<file path="src/rtl/tau_chain_scheduler_pkg.sv">
// rtl/tau_chain_scheduler_pkg.sv - shared types for the TAU chain scheduler
package tau_chain_scheduler_pkg;

  typedef enum logic [1:0] {
    OP_CLARKE      = 2'd0,
    OP_PARK        = 2'd1,
    OP_ANTI_PARK   = 2'd2,
    OP_ANTI_CLARKE = 2'd3
  } tau_op_t;

  typedef struct packed {
    logic requester;
    logic stage;
  } tau_tag_t;

  typedef enum logic [1:0] {
    ST_IDLE,
    ST_ISSUE,
    ST_WAIT,
    ST_COMPLETE
  } sched_state_t;

  localparam logic REQ_DIRECT  = 1'b0;
  localparam logic REQ_INVERSE = 1'b1;

  // Stage 0 is the first transform of each direction, stage 1 the chained follow-up.
  function automatic tau_op_t stage_op(input logic requester, input logic stage);
    tau_op_t op;
    case ({requester, stage})
      2'b00:   op = OP_CLARKE;
      2'b01:   op = OP_PARK;
      2'b10:   op = OP_ANTI_PARK;
      default: op = OP_ANTI_CLARKE;
    endcase
    return op;
  endfunction

endpackage

</file>
<file path="src/rtl/tau_chain_scheduler_if.sv">
// rtl/tau_chain_scheduler_if.sv - request, op issue, result and done signals of the scheduler
interface tau_chain_scheduler_if #(
  parameter int DEST_WIDTH = 4
) ();
  import tau_chain_scheduler_pkg::*;

  logic                  direct_req_valid;
  logic                  direct_req_ready;
  logic [DEST_WIDTH-1:0] direct_req_dest;
  logic                  inverse_req_valid;
  logic                  inverse_req_ready;
  logic [DEST_WIDTH-1:0] inverse_req_dest;
  logic                  op_valid;
  logic                  op_ready;
  tau_op_t               op_code;
  tau_tag_t              op_tag;
  logic                  result_valid;
  tau_tag_t              result_tag;
  logic                  done_valid;
  logic                  done_requester;
  logic [DEST_WIDTH-1:0] done_dest;

  // Scheduler side.
  modport slave (
    input  direct_req_valid, direct_req_dest, inverse_req_valid, inverse_req_dest,
    input  op_ready, result_valid, result_tag,
    output direct_req_ready, inverse_req_ready, op_valid, op_code, op_tag,
    output done_valid, done_requester, done_dest
  );

  // Requesters plus datapath side.
  modport master (
    output direct_req_valid, direct_req_dest, inverse_req_valid, inverse_req_dest,
    output op_ready, result_valid, result_tag,
    input  direct_req_ready, inverse_req_ready, op_valid, op_code, op_tag,
    input  done_valid, done_requester, done_dest
  );

endinterface

</file>
<file path="src/rtl/tau_chain_scheduler_rr_arbiter.sv">
// rtl/tau_chain_scheduler_rr_arbiter.sv - two-way round-robin arbiter, grant bit0 direct, bit1 inverse
module tau_rr_arbiter_2 (
  input  logic       clock,
  input  logic       reset,
  input  logic [1:0] valid,
  input  logic       advance,
  output logic [1:0] grant
);

  logic last_q;
  logic last_d;

  always_comb begin
    grant  = valid;
    last_d = last_q;
    // On contention the side not granted last time wins.
    if (valid == 2'b11) begin
      grant = last_q ? 2'b01 : 2'b10;
    end
    if (advance) begin
      last_d = grant[1];
    end
  end

  // Reset value "inverse granted last" makes direct the preferred side.
  always_ff @(posedge clock) begin
    if (reset) begin
      last_q <= 1'b1;
    end else begin
      last_q <= last_d;
    end
  end

endmodule

</file>
<file path="src/rtl/tau_chain_scheduler.sv">
// rtl/tau_chain_scheduler.sv - shares the TAU datapath between direct and inverse requesters
module tau_chain_scheduler
  import tau_chain_scheduler_pkg::*;
#(
  parameter int TIMEOUT_CYCLES = 256,
  parameter int DEST_WIDTH     = 4
) (
  input  logic                        clock,
  input  logic                        reset,
  input  logic                        soft_reset,
  input  logic                        disable_direct_chain_mode,
  input  logic                        disable_inverse_chain_mode,
  tau_chain_scheduler_if.slave        bus,
  output logic                        busy,
  output logic                        err_timeout,
  output logic                        err_tag
);

  localparam int                 CNT_W    = $clog2(TIMEOUT_CYCLES);
  localparam logic [CNT_W-1:0]   CNT_LAST = CNT_W'(TIMEOUT_CYCLES - 1);

  sched_state_t          state_q, state_d;
  logic                  req_q, req_d;
  logic [DEST_WIDTH-1:0] dest_q, dest_d;
  logic                  nochain_q, nochain_d;
  logic                  stage_q, stage_d;
  logic [CNT_W-1:0]      cnt_q, cnt_d;
  logic                  err_timeout_q, err_timeout_d;
  logic                  err_tag_q, err_tag_d;

  logic       flush;
  logic [1:0] arb_valid;
  logic [1:0] grant;
  logic       accept;
  tau_tag_t   cur_tag;
  logic       match;

  assign flush = reset | soft_reset;

  // Requests are only offered in IDLE and never while a flush is in progress,
  // so a handshake can not be swallowed by the flush.
  assign arb_valid = {bus.inverse_req_valid, bus.direct_req_valid}
                   & {2{(state_q == ST_IDLE) && !flush}};
  assign accept    = |grant;

  tau_rr_arbiter_2 u_arb (
    .clock   (clock),
    .reset   (flush),
    .valid   (arb_valid),
    .advance (accept),
    .grant   (grant)
  );

  assign bus.direct_req_ready  = grant[0];
  assign bus.inverse_req_ready = grant[1];

  assign cur_tag = '{requester: req_q, stage: stage_q};
  assign match   = bus.result_valid && (bus.result_tag == cur_tag);

  assign busy        = (state_q != ST_IDLE);
  assign err_timeout = err_timeout_q;
  assign err_tag     = err_tag_q;

  always_comb begin
    state_d            = state_q;
    req_d              = req_q;
    dest_d             = dest_q;
    nochain_d          = nochain_q;
    stage_d            = stage_q;
    cnt_d              = cnt_q;
    err_timeout_d      = err_timeout_q;
    err_tag_d          = err_tag_q;
    bus.op_valid       = 1'b0;
    bus.op_code        = OP_CLARKE;
    bus.op_tag         = '0;
    bus.done_valid     = 1'b0;
    bus.done_requester = 1'b0;
    bus.done_dest      = '0;

    case (state_q)
      ST_IDLE: begin
        if (accept) begin
          req_d     = grant[1] ? REQ_INVERSE : REQ_DIRECT;
          dest_d    = grant[1] ? bus.inverse_req_dest : bus.direct_req_dest;
          nochain_d = grant[1] ? disable_inverse_chain_mode : disable_direct_chain_mode;
          stage_d   = 1'b0;
          state_d   = ST_ISSUE;
        end
      end

      ST_ISSUE: begin
        bus.op_valid = 1'b1;
        bus.op_code  = stage_op(req_q, stage_q);
        bus.op_tag   = cur_tag;
        if (bus.op_ready) begin
          cnt_d   = '0;
          state_d = ST_WAIT;
        end
      end

      ST_WAIT: begin
        cnt_d = cnt_q + 1'b1;
        // A matching result beats a timeout expiring in the same cycle.
        if (match) begin
          if (!stage_q && !nochain_q) begin
            stage_d = 1'b1;
            state_d = ST_ISSUE;
          end else begin
            state_d = ST_COMPLETE;
          end
        end else begin
          if (bus.result_valid) begin
            err_tag_d = 1'b1;
          end
          if (cnt_q == CNT_LAST) begin
            err_timeout_d = 1'b1;
            state_d       = ST_IDLE;
          end
        end
      end

      ST_COMPLETE: begin
        bus.done_valid     = 1'b1;
        bus.done_requester = req_q;
        bus.done_dest      = dest_q;
        state_d            = ST_IDLE;
      end

      default: begin
        state_d = ST_IDLE;
      end
    endcase
  end

  always_ff @(posedge clock) begin
    if (flush) begin
      state_q       <= ST_IDLE;
      req_q         <= 1'b0;
      dest_q        <= '0;
      nochain_q     <= 1'b0;
      stage_q       <= 1'b0;
      cnt_q         <= '0;
      err_timeout_q <= 1'b0;
      err_tag_q     <= 1'b0;
    end else begin
      state_q       <= state_d;
      req_q         <= req_d;
      dest_q        <= dest_d;
      nochain_q     <= nochain_d;
      stage_q       <= stage_d;
      cnt_q         <= cnt_d;
      err_timeout_q <= err_timeout_d;
      err_tag_q     <= err_tag_d;
    end
  end

endmodule

</file>
<file path="src/flat_wrapper.sv">
// flat-port wrapper written by rule: the top's interface ports become plain ports
module tau_chain_scheduler_flat import tau_chain_scheduler_pkg::*;
#(
  parameter int TIMEOUT_CYCLES = 256,
  parameter int DEST_WIDTH     = 4
)
  (clock, reset, soft_reset, disable_direct_chain_mode, disable_inverse_chain_mode, busy, err_timeout, err_tag, bus_direct_req_valid, bus_direct_req_dest, bus_inverse_req_valid, bus_inverse_req_dest, bus_op_ready, bus_result_valid, bus_result_tag, bus_direct_req_ready, bus_inverse_req_ready, bus_op_valid, bus_op_code, bus_op_tag, bus_done_valid, bus_done_requester, bus_done_dest);
  tau_chain_scheduler_if #(.DEST_WIDTH(DEST_WIDTH)) bus_i ();
  input  logic clock;
  input  logic reset;
  input  logic soft_reset;
  input  logic disable_direct_chain_mode;
  input  logic disable_inverse_chain_mode;
  output logic busy;
  output logic err_timeout;
  output logic err_tag;
  input wire logic [$bits(bus_i.direct_req_valid)-1:0] bus_direct_req_valid;
  input wire logic [$bits(bus_i.direct_req_dest)-1:0] bus_direct_req_dest;
  input wire logic [$bits(bus_i.inverse_req_valid)-1:0] bus_inverse_req_valid;
  input wire logic [$bits(bus_i.inverse_req_dest)-1:0] bus_inverse_req_dest;
  input wire logic [$bits(bus_i.op_ready)-1:0] bus_op_ready;
  input wire logic [$bits(bus_i.result_valid)-1:0] bus_result_valid;
  input wire logic [$bits(bus_i.result_tag)-1:0] bus_result_tag;
  output wire logic [$bits(bus_i.direct_req_ready)-1:0] bus_direct_req_ready;
  output wire logic [$bits(bus_i.inverse_req_ready)-1:0] bus_inverse_req_ready;
  output wire logic [$bits(bus_i.op_valid)-1:0] bus_op_valid;
  output wire logic [$bits(bus_i.op_code)-1:0] bus_op_code;
  output wire logic [$bits(bus_i.op_tag)-1:0] bus_op_tag;
  output wire logic [$bits(bus_i.done_valid)-1:0] bus_done_valid;
  output wire logic [$bits(bus_i.done_requester)-1:0] bus_done_requester;
  output wire logic [$bits(bus_i.done_dest)-1:0] bus_done_dest;
  assign bus_i.direct_req_valid = bus_direct_req_valid;
  assign bus_i.direct_req_dest = bus_direct_req_dest;
  assign bus_i.inverse_req_valid = bus_inverse_req_valid;
  assign bus_i.inverse_req_dest = bus_inverse_req_dest;
  assign bus_i.op_ready = bus_op_ready;
  assign bus_i.result_valid = bus_result_valid;
  assign bus_i.result_tag = bus_result_tag;
  assign bus_direct_req_ready = bus_i.direct_req_ready;
  assign bus_inverse_req_ready = bus_i.inverse_req_ready;
  assign bus_op_valid = bus_i.op_valid;
  assign bus_op_code = bus_i.op_code;
  assign bus_op_tag = bus_i.op_tag;
  assign bus_done_valid = bus_i.done_valid;
  assign bus_done_requester = bus_i.done_requester;
  assign bus_done_dest = bus_i.done_dest;
  tau_chain_scheduler #(.TIMEOUT_CYCLES(TIMEOUT_CYCLES), .DEST_WIDTH(DEST_WIDTH)) u_core (.clock(clock), .reset(reset), .soft_reset(soft_reset), .disable_direct_chain_mode(disable_direct_chain_mode), .disable_inverse_chain_mode(disable_inverse_chain_mode), .bus(bus_i), .busy(busy), .err_timeout(err_timeout), .err_tag(err_tag));
endmodule
</file>
<file path="config.mk">
export PLATFORM = sky130hd
export DESIGN_NAME = tau_chain_scheduler_flat
export DESIGN_NICKNAME = d
export VERILOG_FILES = /design/src/rtl/tau_chain_scheduler_pkg.sv /design/src/rtl/tau_chain_scheduler_if.sv /design/src/rtl/tau_chain_scheduler_rr_arbiter.sv /design/src/rtl/tau_chain_scheduler.sv /design/src/flat_wrapper.sv
export SDC_FILE = /design/constraint.sdc
export NUM_CORES = 1
export LEC_CHECK = 0
export CORE_ASPECT_RATIO = 0.75
export CORE_MARGIN = 2
export CORE_UTILIZATION = 41
export CTS_CLUSTER_DIAMETER = 80
export DETAILED_ROUTE_END_ITERATION = 10
export PLACE_DENSITY = 0.72
export SKIP_LAST_GASP = 1
export SLEW_MARGIN = 20
export SYNTH_ARGS = -nofsm -noshare
export SYNTH_HDL_FRONTEND = slang
export SYNTH_SLANG_ARGS = --single-unit
</file>
<file path="constraint.sdc">
create_clock -name clock -period 1.87 [get_ports clock]
set_clock_uncertainty 0.15 [all_clocks]
set_input_delay 0.2805 -clock clock [delete_from_list [all_inputs] [get_ports clock]]
set_output_delay 0.2805 -clock clock [all_outputs]
set_load 0.05 [all_outputs]
</file>
==> metrics.yaml <==
synth_top_area_cell: "dfxtp_1"
tns_ns: 0
max_slew_margin: 0.748
dieArea_um2: 3070
crit_path_start: "u_core.state_q[1]"
wl_um: 2970
finalSetupViolCount: 0
numCtsBuffers: 3
vias_per_cell: 5.30
cp.required_ns: 1.44
hold_path_class: "in -> reg"
synth.avg_cell_area_um2: 8.53
grt_usage: 0.210
final_layout_size_suffix_gt1_frac: 0.259
async_reset_ff_frac: 0
synth-xor-area-share: 0.0404
crit_buf_inv: 2
fin_hold_ws_ns: 0.306
worstHoldStart: "soft_reset"
crit_fanout: 5
critPathKind: "reg -> out"
placed_area_um2: 1650
fin_area_um2: 1750
ys_ff_latch: 20
ys_seq_area_frac: 0.370
pin_count: 35
vias: 1112
ys_warn_count: 0
dpl.hpwl_um: 2310
synthesis.nets: 147
root_buffer: "clkbuf_4"
grt_pass1_wl_um: 5090
arrival_ns: 1.37
max_freq_ghz: 0.555
ant_nets: 0
synthSimpleGateAreaFrac: 0.309
wl_per_cell_um: 14.1
initial_utilization: 0.423
grt-ovfl-total: 0
multiInputGateArea_um2: 667
netlist.area_leader.share: 0.370
netlist_area_um2: 1080
antennaDiodeCount: 0
drt_first_iter_violations: 40
cts_tree: "built"
place_congestion: 0.770
synthAdderAreaFrac: 0.0115
postSynthCellCount: 127
maxCapViolCount: 0
drt_drc_violations_left: 0
drt-pass1-iter-count: 4
status: "finished, final reports clean"
regArea_um2: 408
row_count: 16
grt_pass1_vias: 1028
yosys-mux-area-fraction: 0.0647
numClockSinks: 20
die_w_um: 63.4
rsz0062_at_grt: "yes"
fin_crit_ns: 1.80
crit_path_top_delay_cell: "dfxtp_4"
synth_top_family_by_area: "simple AND/OR/NAND/NOR gates"
cts_buffer_depth: 2
power.density_nw_per_um2: 495
crit_family: "simple AND/OR/NAND/NOR gates"
peakVddDrop_uv: 497
dieHeight_um: 48.5
ys_top_cells_by_area: "dfxtp_1 37%, mux2i_1 6.5%, a21oi_1 5.5%, nand2_1 4.2%, nor2_1 4.2%"
synth-main-ff-cell: "dfxtp_1"
finish.net_count: 195
cts.htree.levels: 1
instances_no_fill: 210
grt_max_degree: 15
dp_cells: 201
crit_path_end_kind: "output pin"
cpPeakStageDelay_ns: 0.38
grt_antenna_before_repair: 0
p_leak_nw: 0.742
rr_startpoint: "u_core.state_q[1]"
worst_pin_slew_ns: 0.376
fillCellCount: 224
ys_top_cells_by_count: "20 x dfxtp_1, 12 x a21oi_1, 12 x nand2_1, 12 x nor2_1"
core-area_um2: 2560
drv_slew: 0
clkTransAtPathRegs_ns: 0.11
path_cells: "nor4_4 > nand3_2 > inv_2 > buf_12"
hold_viol: 0
synth_cell_types: 35
synth_compound_area_frac: 0.170
insertion_delay_ns: 0.30
critPathLaunchType: "register"
portBuffers: 34
syn_to_final_growth_pct: 61.4
synth_edf_count: 0
yosysMostFrequentCell: "dfxtp_1"
period_share: 0.964
placed cells by master, fill, tap and decap left out, types with 2 or more instances in the layout:
cell and n:
a211oi_1 2, a21oi_1 12, a22oi_1 2, and2_1 5, and3_1 7, buf_12 14, buf_4 16, clkbuf_4 3
clkdlybuf4s50_1 16, dfxtp_1 18, dfxtp_4 2, inv_2 2, mux2i_1 7, nand2_1 12, nand2b_1 2, nand3_1 4
nand3_2 2, nor2_1 12, nor3_1 2, o21ai_0 7, or2_1 2, xnor2_1 4
power by group:
group	switching [W]	internal, W	leakage, nW	total [W]
Clock	0.000134	0.000119	0.0210	0.000253
Combinational	0.0000810	0.0000914	0.558	0.000172
Sequential	0.0000103	0.000431	0.163	0.000441
tightest hold or removal path, stage by stage:
cell and delay [ns]:
dlymetal6s2s_1 0.15, nor2_1 0.07, buf_4 0.17, nand3_1 0.06
kinds of logic (layout without fill, tap and decap cells):
group,count (synthesis),after routing
xor gates and xnor gates,5,5
DFF,20,20
and+or+nand+nor,58,58
adders and majority gates,1,1
buffers and inverters,8,55
AOI/OAI and AO/OA,28,28
muxes,7,7
per-stage QoR:
stage / power [W] / utilization / setup WS (ns)
6_report: 0.000866 / 0.683 / 0.0679
5_1_grt: 0.000906 / 0.683 / -0.0122
4_1_cts: 0.000864 / 0.668 / 0.00101
3_5_place_dp: 0.000614 / 0.645 / -0.0451
3_3_place_gp: 0.000609 / 0.645 / -0.00605
2_1_floorplan: 0.000520 / - / 0.103
sequential cells by signal (all words and copies together), names as in the netlist:
name,flops
u_core.cnt_q,8
u_core.dest_q,4
u_core.state_q,2
u_core.err_tag,1
u_core.err_timeout,1
u_core.nochain_q,1
u_core.req_q,1
u_core.stage_q,1
u_core.u_arb.last_q,1
routing by layer:
layer,global-route usage,part of all wire,up-vias
met3,0.0605,0.050,2
met4,0.0399,0.0040,0
met2,0.319,0.47,29
met1,0.298,0.48,533
met5,0,0,-
li1,-,-,548
layout make-up:
type,instances,area share
Clock buffer,4,0.0207
Multi-Input combinational cell,99,0.381
Inverter,3,0.00644
Sequential cell,20,0.233
Tap cell,36,0.0258
Timing Repair Buffer,48,0.333
final timing paths:
| path | slack (ns) | endpoint | cells after the start |
|---|---|---|---|
| setup / recovery | 0.07 | bus_direct_req_ready | 4 |
| hold / removal | 0.31 | u_core.u_arb.last_q | 4 |
| setup reg to reg | 0.13 | u_core.dest_q[2] | 5 |
| hold reg to reg | 0.33 | u_core.err_timeout | 2 |
what timing repair did:
item | in CTS | in global routing
setup buffers | 1 | 4
setup endpoints to repair | 12 | 6
resized for setup | 7 | 3
hold buffers | 0 | 0
pin swaps | 2 | 3
Note: power is estimated with default switching activity, not from simulation.
